<file path="src/rtl/multi_pipe_game_controller.sv">
// Bird game controller over NUM_PIPES scrolling pipes: PLAY/DYING/OVER FSM, score and collision.
// Optional macro GAME_CTRL_HISCORE_EN adds a hi_score output that survives restarts.
module multi_pipe_game_controller #(
    parameter int SCREEN_WIDTH  = 640,
    parameter int SCREEN_HEIGHT = 480,
    parameter int NUM_PIPES     = 3,
    parameter int PIPE_WIDTH    = 50,
    parameter int PIPE_GAP      = 100,
    parameter int PIPE_SPACING  = 240,
    parameter int GAP_MIN       = 20,
    parameter int BIRD_X        = 100,
    parameter int BIRD_WIDTH    = 20,
    parameter int BIRD_HEIGHT   = 20,
    parameter int DEATH_FRAMES  = 30,
    parameter int XW            = 11,
    parameter int SCORE_W       = 8
) (
    input  logic                    clk,
    input  logic                    reset,
    input  logic                    frame_tick,
    input  logic                    start_button,
    input  logic [9:0]              bird_y,
    input  logic [9:0]              gap_seed,
    output logic [NUM_PIPES*XW-1:0] pipe_x,
    output logic [NUM_PIPES*10-1:0] pipe_y,
    output logic                    collision_out,
    output logic [1:0]              state,
`ifdef GAME_CTRL_HISCORE_EN
    output logic [SCORE_W-1:0]      hi_score,
`endif
    output logic [SCORE_W-1:0]      score
);

    typedef enum logic [1:0] {
        S_IDLE  = 2'd0,
        S_PLAY  = 2'd1,
        S_DYING = 2'd2,
        S_OVER  = 2'd3
    } state_t;

    localparam int DW = $clog2(DEATH_FRAMES + 1);
    localparam logic [DW-1:0] DEATH_LAST = DW'(DEATH_FRAMES - 1);
    localparam logic [XW-1:0] WRAP_X     = XW'(NUM_PIPES * PIPE_SPACING - 1);
    localparam logic [XW-1:0] SCORE_X    = XW'(BIRD_X - PIPE_WIDTH);
    localparam logic [9:0]    Y_INIT     = 10'((SCREEN_HEIGHT - PIPE_GAP) / 2);
    localparam logic [9:0]    GAP_LO     = 10'(GAP_MIN);
    localparam logic [9:0]    GAP_HI     = 10'(SCREEN_HEIGHT - PIPE_GAP - GAP_MIN);
    localparam logic [11:0]   BX12 = 12'(BIRD_X);
    localparam logic [11:0]   BW12 = 12'(BIRD_WIDTH);
    localparam logic [11:0]   BH12 = 12'(BIRD_HEIGHT);
    localparam logic [11:0]   PW12 = 12'(PIPE_WIDTH);
    localparam logic [11:0]   GP12 = 12'(PIPE_GAP);
    localparam logic [11:0]   SH12 = 12'(SCREEN_HEIGHT);

    state_t               state_q, state_d;
    logic                 start_q, start_d;
    logic                 collision_q, collision_d;
    logic [DW-1:0]        death_q, death_d;
    logic [SCORE_W-1:0]   score_q, score_d;
    logic [XW-1:0]        pipe_x_q [NUM_PIPES];
    logic [XW-1:0]        pipe_x_d [NUM_PIPES];
    logic [9:0]           pipe_y_q [NUM_PIPES];
    logic [9:0]           pipe_y_d [NUM_PIPES];
`ifdef GAME_CTRL_HISCORE_EN
    logic [SCORE_W-1:0]   hi_q, hi_d;
`endif

    logic        start_rise;
    logic        hit;
    logic        passed;
    logic [11:0] bird_top, bird_bot, px, py;

    function automatic logic [XW-1:0] init_x(input int i);
        return XW'(SCREEN_WIDTH + i * PIPE_SPACING);
    endfunction

    function automatic logic [9:0] clamp_gap(input logic [9:0] s);
        if (s < GAP_LO) return GAP_LO;
        if (s > GAP_HI) return GAP_HI;
        return s;
    endfunction

    assign start_rise = start_button & ~start_q;

    // Floor or any pipe body overlapping the bird box; all sums in 12 bits.
    always_comb begin
        bird_top = {2'b00, bird_y};
        bird_bot = bird_top + BH12;
        hit      = (bird_bot >= SH12);
        px       = '0;
        py       = '0;
        for (int i = 0; i < NUM_PIPES; i++) begin
            px = 12'(pipe_x_q[i]);
            py = {2'b00, pipe_y_q[i]};
            if ((BX12 < px + PW12) && (px < BX12 + BW12) &&
                ((bird_top < py) || (bird_bot > py + GP12)))
                hit = 1'b1;
        end
    end

    always_comb begin
        state_d     = state_q;
        start_d     = start_button;
        collision_d = collision_q;
        death_d     = death_q;
        score_d     = score_q;
        pipe_x_d    = pipe_x_q;
        pipe_y_d    = pipe_y_q;
        passed      = 1'b0;
`ifdef GAME_CTRL_HISCORE_EN
        hi_d        = hi_q;
`endif
        case (state_q)
            S_IDLE, S_OVER: begin
                if (start_rise) begin
                    state_d     = S_PLAY;
                    collision_d = 1'b0;
                    death_d     = '0;
                    score_d     = '0;
                    for (int i = 0; i < NUM_PIPES; i++) begin
                        pipe_x_d[i] = init_x(i);
                        pipe_y_d[i] = Y_INIT;
                    end
                end
            end
            S_PLAY: begin
                // The registered flag, not the raw hit, moves us on: one cycle later.
                if (collision_q) state_d = S_DYING;
                collision_d = collision_q | hit;
                if (frame_tick) begin
                    for (int i = 0; i < NUM_PIPES; i++) begin
                        if (pipe_x_q[i] == SCORE_X) passed = 1'b1;
                        if (pipe_x_q[i] == '0) begin
                            pipe_x_d[i] = WRAP_X;
                            pipe_y_d[i] = clamp_gap(gap_seed);
                        end else begin
                            pipe_x_d[i] = pipe_x_q[i] - 1'b1;
                        end
                    end
                    if (passed && (score_q != '1)) score_d = score_q + 1'b1;
                end
            end
            S_DYING: begin
                if (frame_tick) begin
                    if (death_q == DEATH_LAST) begin
                        state_d = S_OVER;
                        death_d = '0;
`ifdef GAME_CTRL_HISCORE_EN
                        if (score_q > hi_q) hi_d = score_q;
`endif
                    end else begin
                        death_d = death_q + 1'b1;
                    end
                end
            end
            default: state_d = S_IDLE;
        endcase
    end

    always_ff @(posedge clk or negedge reset) begin
        if (!reset) begin
            state_q     <= S_IDLE;
            start_q     <= 1'b0;
            collision_q <= 1'b0;
            death_q     <= '0;
            score_q     <= '0;
            for (int i = 0; i < NUM_PIPES; i++) begin
                pipe_x_q[i] <= init_x(i);
                pipe_y_q[i] <= Y_INIT;
            end
`ifdef GAME_CTRL_HISCORE_EN
            hi_q        <= '0;
`endif
        end else begin
            state_q     <= state_d;
            start_q     <= start_d;
            collision_q <= collision_d;
            death_q     <= death_d;
            score_q     <= score_d;
            pipe_x_q    <= pipe_x_d;
            pipe_y_q    <= pipe_y_d;
`ifdef GAME_CTRL_HISCORE_EN
            hi_q        <= hi_d;
`endif
        end
    end

    always_comb begin
        pipe_x = '0;
        pipe_y = '0;
        for (int i = 0; i < NUM_PIPES; i++) begin
            pipe_x[i*XW +: XW] = pipe_x_q[i];
            pipe_y[i*10 +: 10] = pipe_y_q[i];
        end
    end

    assign state         = state_q;
    assign collision_out = collision_q;
    assign score         = score_q;
`ifdef GAME_CTRL_HISCORE_EN
    assign hi_score      = hi_q;
`endif

endmodule

</file>
<file path="config.mk">
export PLATFORM = sky130hd
export DESIGN_NAME = multi_pipe_game_controller
export DESIGN_NICKNAME = d
export VERILOG_FILES = /design/src/rtl/multi_pipe_game_controller.sv
export SDC_FILE = /design/constraint.sdc
export NUM_CORES = 1
export LEC_CHECK = 0
export ABC_AREA = 1
export CAP_MARGIN = 20
export CORE_AREA = 10 10 130 132
export DETAILED_ROUTE_END_ITERATION = 12
export DIE_AREA = 0 0 140 142
export PLACE_DENSITY_LB_ADDON = 0.1
export SETUP_SLACK_MARGIN = 0.15
export SYNTH_ARGS = -nofsm -noshare
export SYNTH_HDL_FRONTEND = slang
export SYNTH_SLANG_ARGS = --single-unit
</file>
<file path="constraint.sdc">
create_clock -name clk -period 2.2 [get_ports clk]
set_input_delay 0.22 -clock clk [delete_from_list [all_inputs] [get_ports clk]]
set_output_delay 0.22 -clock clk [all_outputs]
set_load 0.01 [all_outputs]
</file>
==> results_dict.tcl <==
set metrics [dict create \
    postLayoutCoreUtil_pct 62.5 \
    start_util_pct 44.2 \
    synth.distinct_cells 48 \
    worstSetupEndpointType "flop" \
    chipWidth_um 140 \
    nets 1160 \
    synthCells 853 \
    wl_um 20300 \
    synth_top_flop_cell "dfrtp_1" \
    ant_nets 0 \
    period_share_pct 104 \
    ios 98 \
    cap_violations 0 \
    drive_above_1_share_pct 21.5 \
    routed-via-count 6455 \
    synth_area_leaders "dfrtp_1 21%, ha_1 16%, dfstp_2 12%" \
    tns_ns -0.0974 \
    hold_ws_ns 0.407 \
    power_density_nw_per_um2 1470 \
    wl_per_cell_um 16.3 \
    worst_path_most_repeated_cell "nand2_1" \
    yosysTopAreaCellShare_pct 20.6 \
    leakagePower_nw 4.30 \
    status "complete, but fails checks" \
    placed_area_sq_um 8260 \
    clock_path_buffers 2 \
    remaining_drc_errors 0 \
    setup_ws_ns -0.0974 \
    hold_viol 0 \
    violations "negative setup slack" \
    synth.net_count 956 \
    antenna_found_initial 0 \
    dieArea_sq_um 19900 \
    cts.htree.levels 3 \
    coreArea_sq_um 14300 \
    finalClockSkew_ns 0.00594 \
    syn_to_final_growth_pct 41.3 \
    dieHeight_um 142 \
    numPortBuffers 97 \
    detailedPlace.worstSlack_ns -0.496 \
    cts_sinks 80 \
    first_pass_iters 5 \
    routed_via_density 5.18 \
    clk_pin_slew_ns 0.06 \
    drtIter0Drc 425 \
    period_needed_ns 2.30 \
    crit_arrival_ns 2.53 \
    fin_area_sq_um 8950 \
    timing.critical_path.buf_inv 3 \
    crit_path_max_fanout 4 \
    rows 44 \
    synth_commonest_cells "177 x nand2_1, 128 x inv_1, 79 x ha_1, 66 x o21ai_0, 65 x nor2_1" \
    yosysSeqAreaShare_pct 32.2 \
    diodes 0 \
    cp.required_ns 2.43 \
    max_stage_delay_ns 0.55 \
    crit_family "simple AND/OR/NAND/NOR gates" \
    synth_edf_count 0 \
    relSlewSlack_pct 62.1 \
    synthArstFlopShare_pct 100 \
    hpwl_um 16000 \
    crit_path_top_delay_cell "clkdlybuf4s50_1" \
    grt_overflow 0 \
    grt_max_degree 39 \
    yosysMostFrequentCell "nand2_1" \
    clockRootBuffer "clkbuf_16" \
    clk_latency_ns 0.35 \
    rrSetupSlack_ns -0.1 \
    avgSynthCellArea_sq_um 7.42 \
    syn_area_sq_um 6330 \
    start_kind "input pin" \
    worst-setup-path-type "in2reg" \
    grt_pass1_wl_um 32300 \
    rsz0062_at_grt "yes" \
    grt_pass1_vias 6311 \
    yosysWarnings 0 \
    ys_seq_elements 80 \
    fillers 1316 \
    ir_worst_vdd_mv 0.730 \
    setup_viol 1 \
    crit_chain "clkdlybuf4s50_1, nand2_1, nor3_4, xor2_2, buf_4, buf_4, ha_1, nand2_1, nor3_2, nand4_1, nand2_1, nand2_1, nand2_1, nand3_1, nand2_1, a21oi_1" \
    fmaxAchievable_ghz 0.435 \
    hp-class "in2async" \
    worstMarginPinSlew_ns 0.567 \
    yosys.area.top_type "dfrtp_1" \
    grtUsageTotal_pct 20.0 \
    cts_tree "built" \
    numCtsBuffers 9 \
    gp_congestion 0.963 \
    slew_violations 0 \
]
==> sequential cells by signal, indices dropped and copies added (netlist names) <==
| signal | cells |
|---|---|
| state | 2 |
| score | 8 |
| start_q | 1 |
| collision_out | 1 |
| pipe_y | 30 |
| death_q | 5 |
| pipe_x | 33 |
==> power by group <==
| part | leakage (nW) | switching (W) | internal (W) |
|---|---|---|---|
| sequential | 0.984 | 0.000624 | 0.00218 |
| combinational | 3.16 | 0.00485 | 0.00389 |
| clock | 0.154 | 0.000607 | 0.00102 |
| total | 4.30 | 0.00608 | 0.00710 |
==> metal layers <==
metal | routed length [um] | GRT usage (%)
met1 | 8630 | 23.9
met2 | 9910 | 34.3
met3 | 1180 | 4.87
met4 | 577 | 7.34
met5 | 0 | 0
==> cell usage in the layout, fill, tap and decap left out, types with 4 or more instances in the layout <==
master	count
buf_4	96
o21ai_1	12
dfstp_2	28
nand4_1	14
o21ai_0	60
o211ai_1	4
nor3_1	14
ha_4	4
a21oi_2	5
o22ai_1	9
nor2_4	5
xnor2_1	7
nand2_1	167
o21bai_1	4
buf_6	4
nor4_1	4
o2111ai_1	4
xor2_1	13
inv_1	117
clkbuf_16	9
clkdlybuf4s50_1	94
nand2_2	8
o21ai_2	4
nor2_2	7
nor2_1	58
a31oi_1	5
nor3_2	5
inv_2	13
dfrtp_2	5
ha_1	73
dfrtp_1	47
a21oi_1	53
nand3_1	44
==> repair_timing <==
action | 4_1_cts | 5_1_grt
hold buffers | 1 | 0
hold endpoints to repair | 23 | 0
pin swaps | 10 | 23
buffers inserted | 2 | 12
endpoints found under the setup margin | 26 | 47
resized for setup | 10 | 70
cloned | 0 | 2
==> kinds of logic after synthesis <==
| family | count (synthesis) | synth area share (%) |
|---|---|---|
| and+or+nand+nor | 347 | 23.9 |
| AOI/OAI and AO/OA | 185 | 16.8 |
| buffers and inverters | 141 | 8.54 |
| DFF | 80 | 32.2 |
| adders and majority gates | 79 | 15.6 |
| xor gates and xnor gates | 21 | 2.91 |
==> stage by stage <==
step,std cells,total power [W]
floorplan,853,0.00738
global placement,1213,0.0107
detailed placement,1213,0.0108
CTS,1232,0.0126
global route,1246,0.0143
finish,1246,0.0132
==> path summary, 6_finish.rpt <==
kind,from,end,cells after the start
max,bird_y[5],collision_out,16
min,reset,pipe_y[20],2
max reg2reg,pipe_y[3],collision_out,15
min reg2reg,death_q[0],death_q[0],1
max in group asynchronous,reset,pipe_y[15],3
min in group clk,start_button,start_q,1
==> final cells by class <==
type / count / area (sq um) / area share [%]
multi-input cells: 632 / 4050 / 45.3
well taps: 184 / 230 / 2.57
flip-flops and latches: 80 / 2040 / 22.8
repair buffers: 200 / 1790 / 20.1
clock inverters: 3 / 65.1 / 0.727
repair inverters: 2 / 11.3 / 0.126
clock buffers: 13 / 250 / 2.80
inverters: 132 / 503 / 5.62
(Power assumes the default switching activity.)
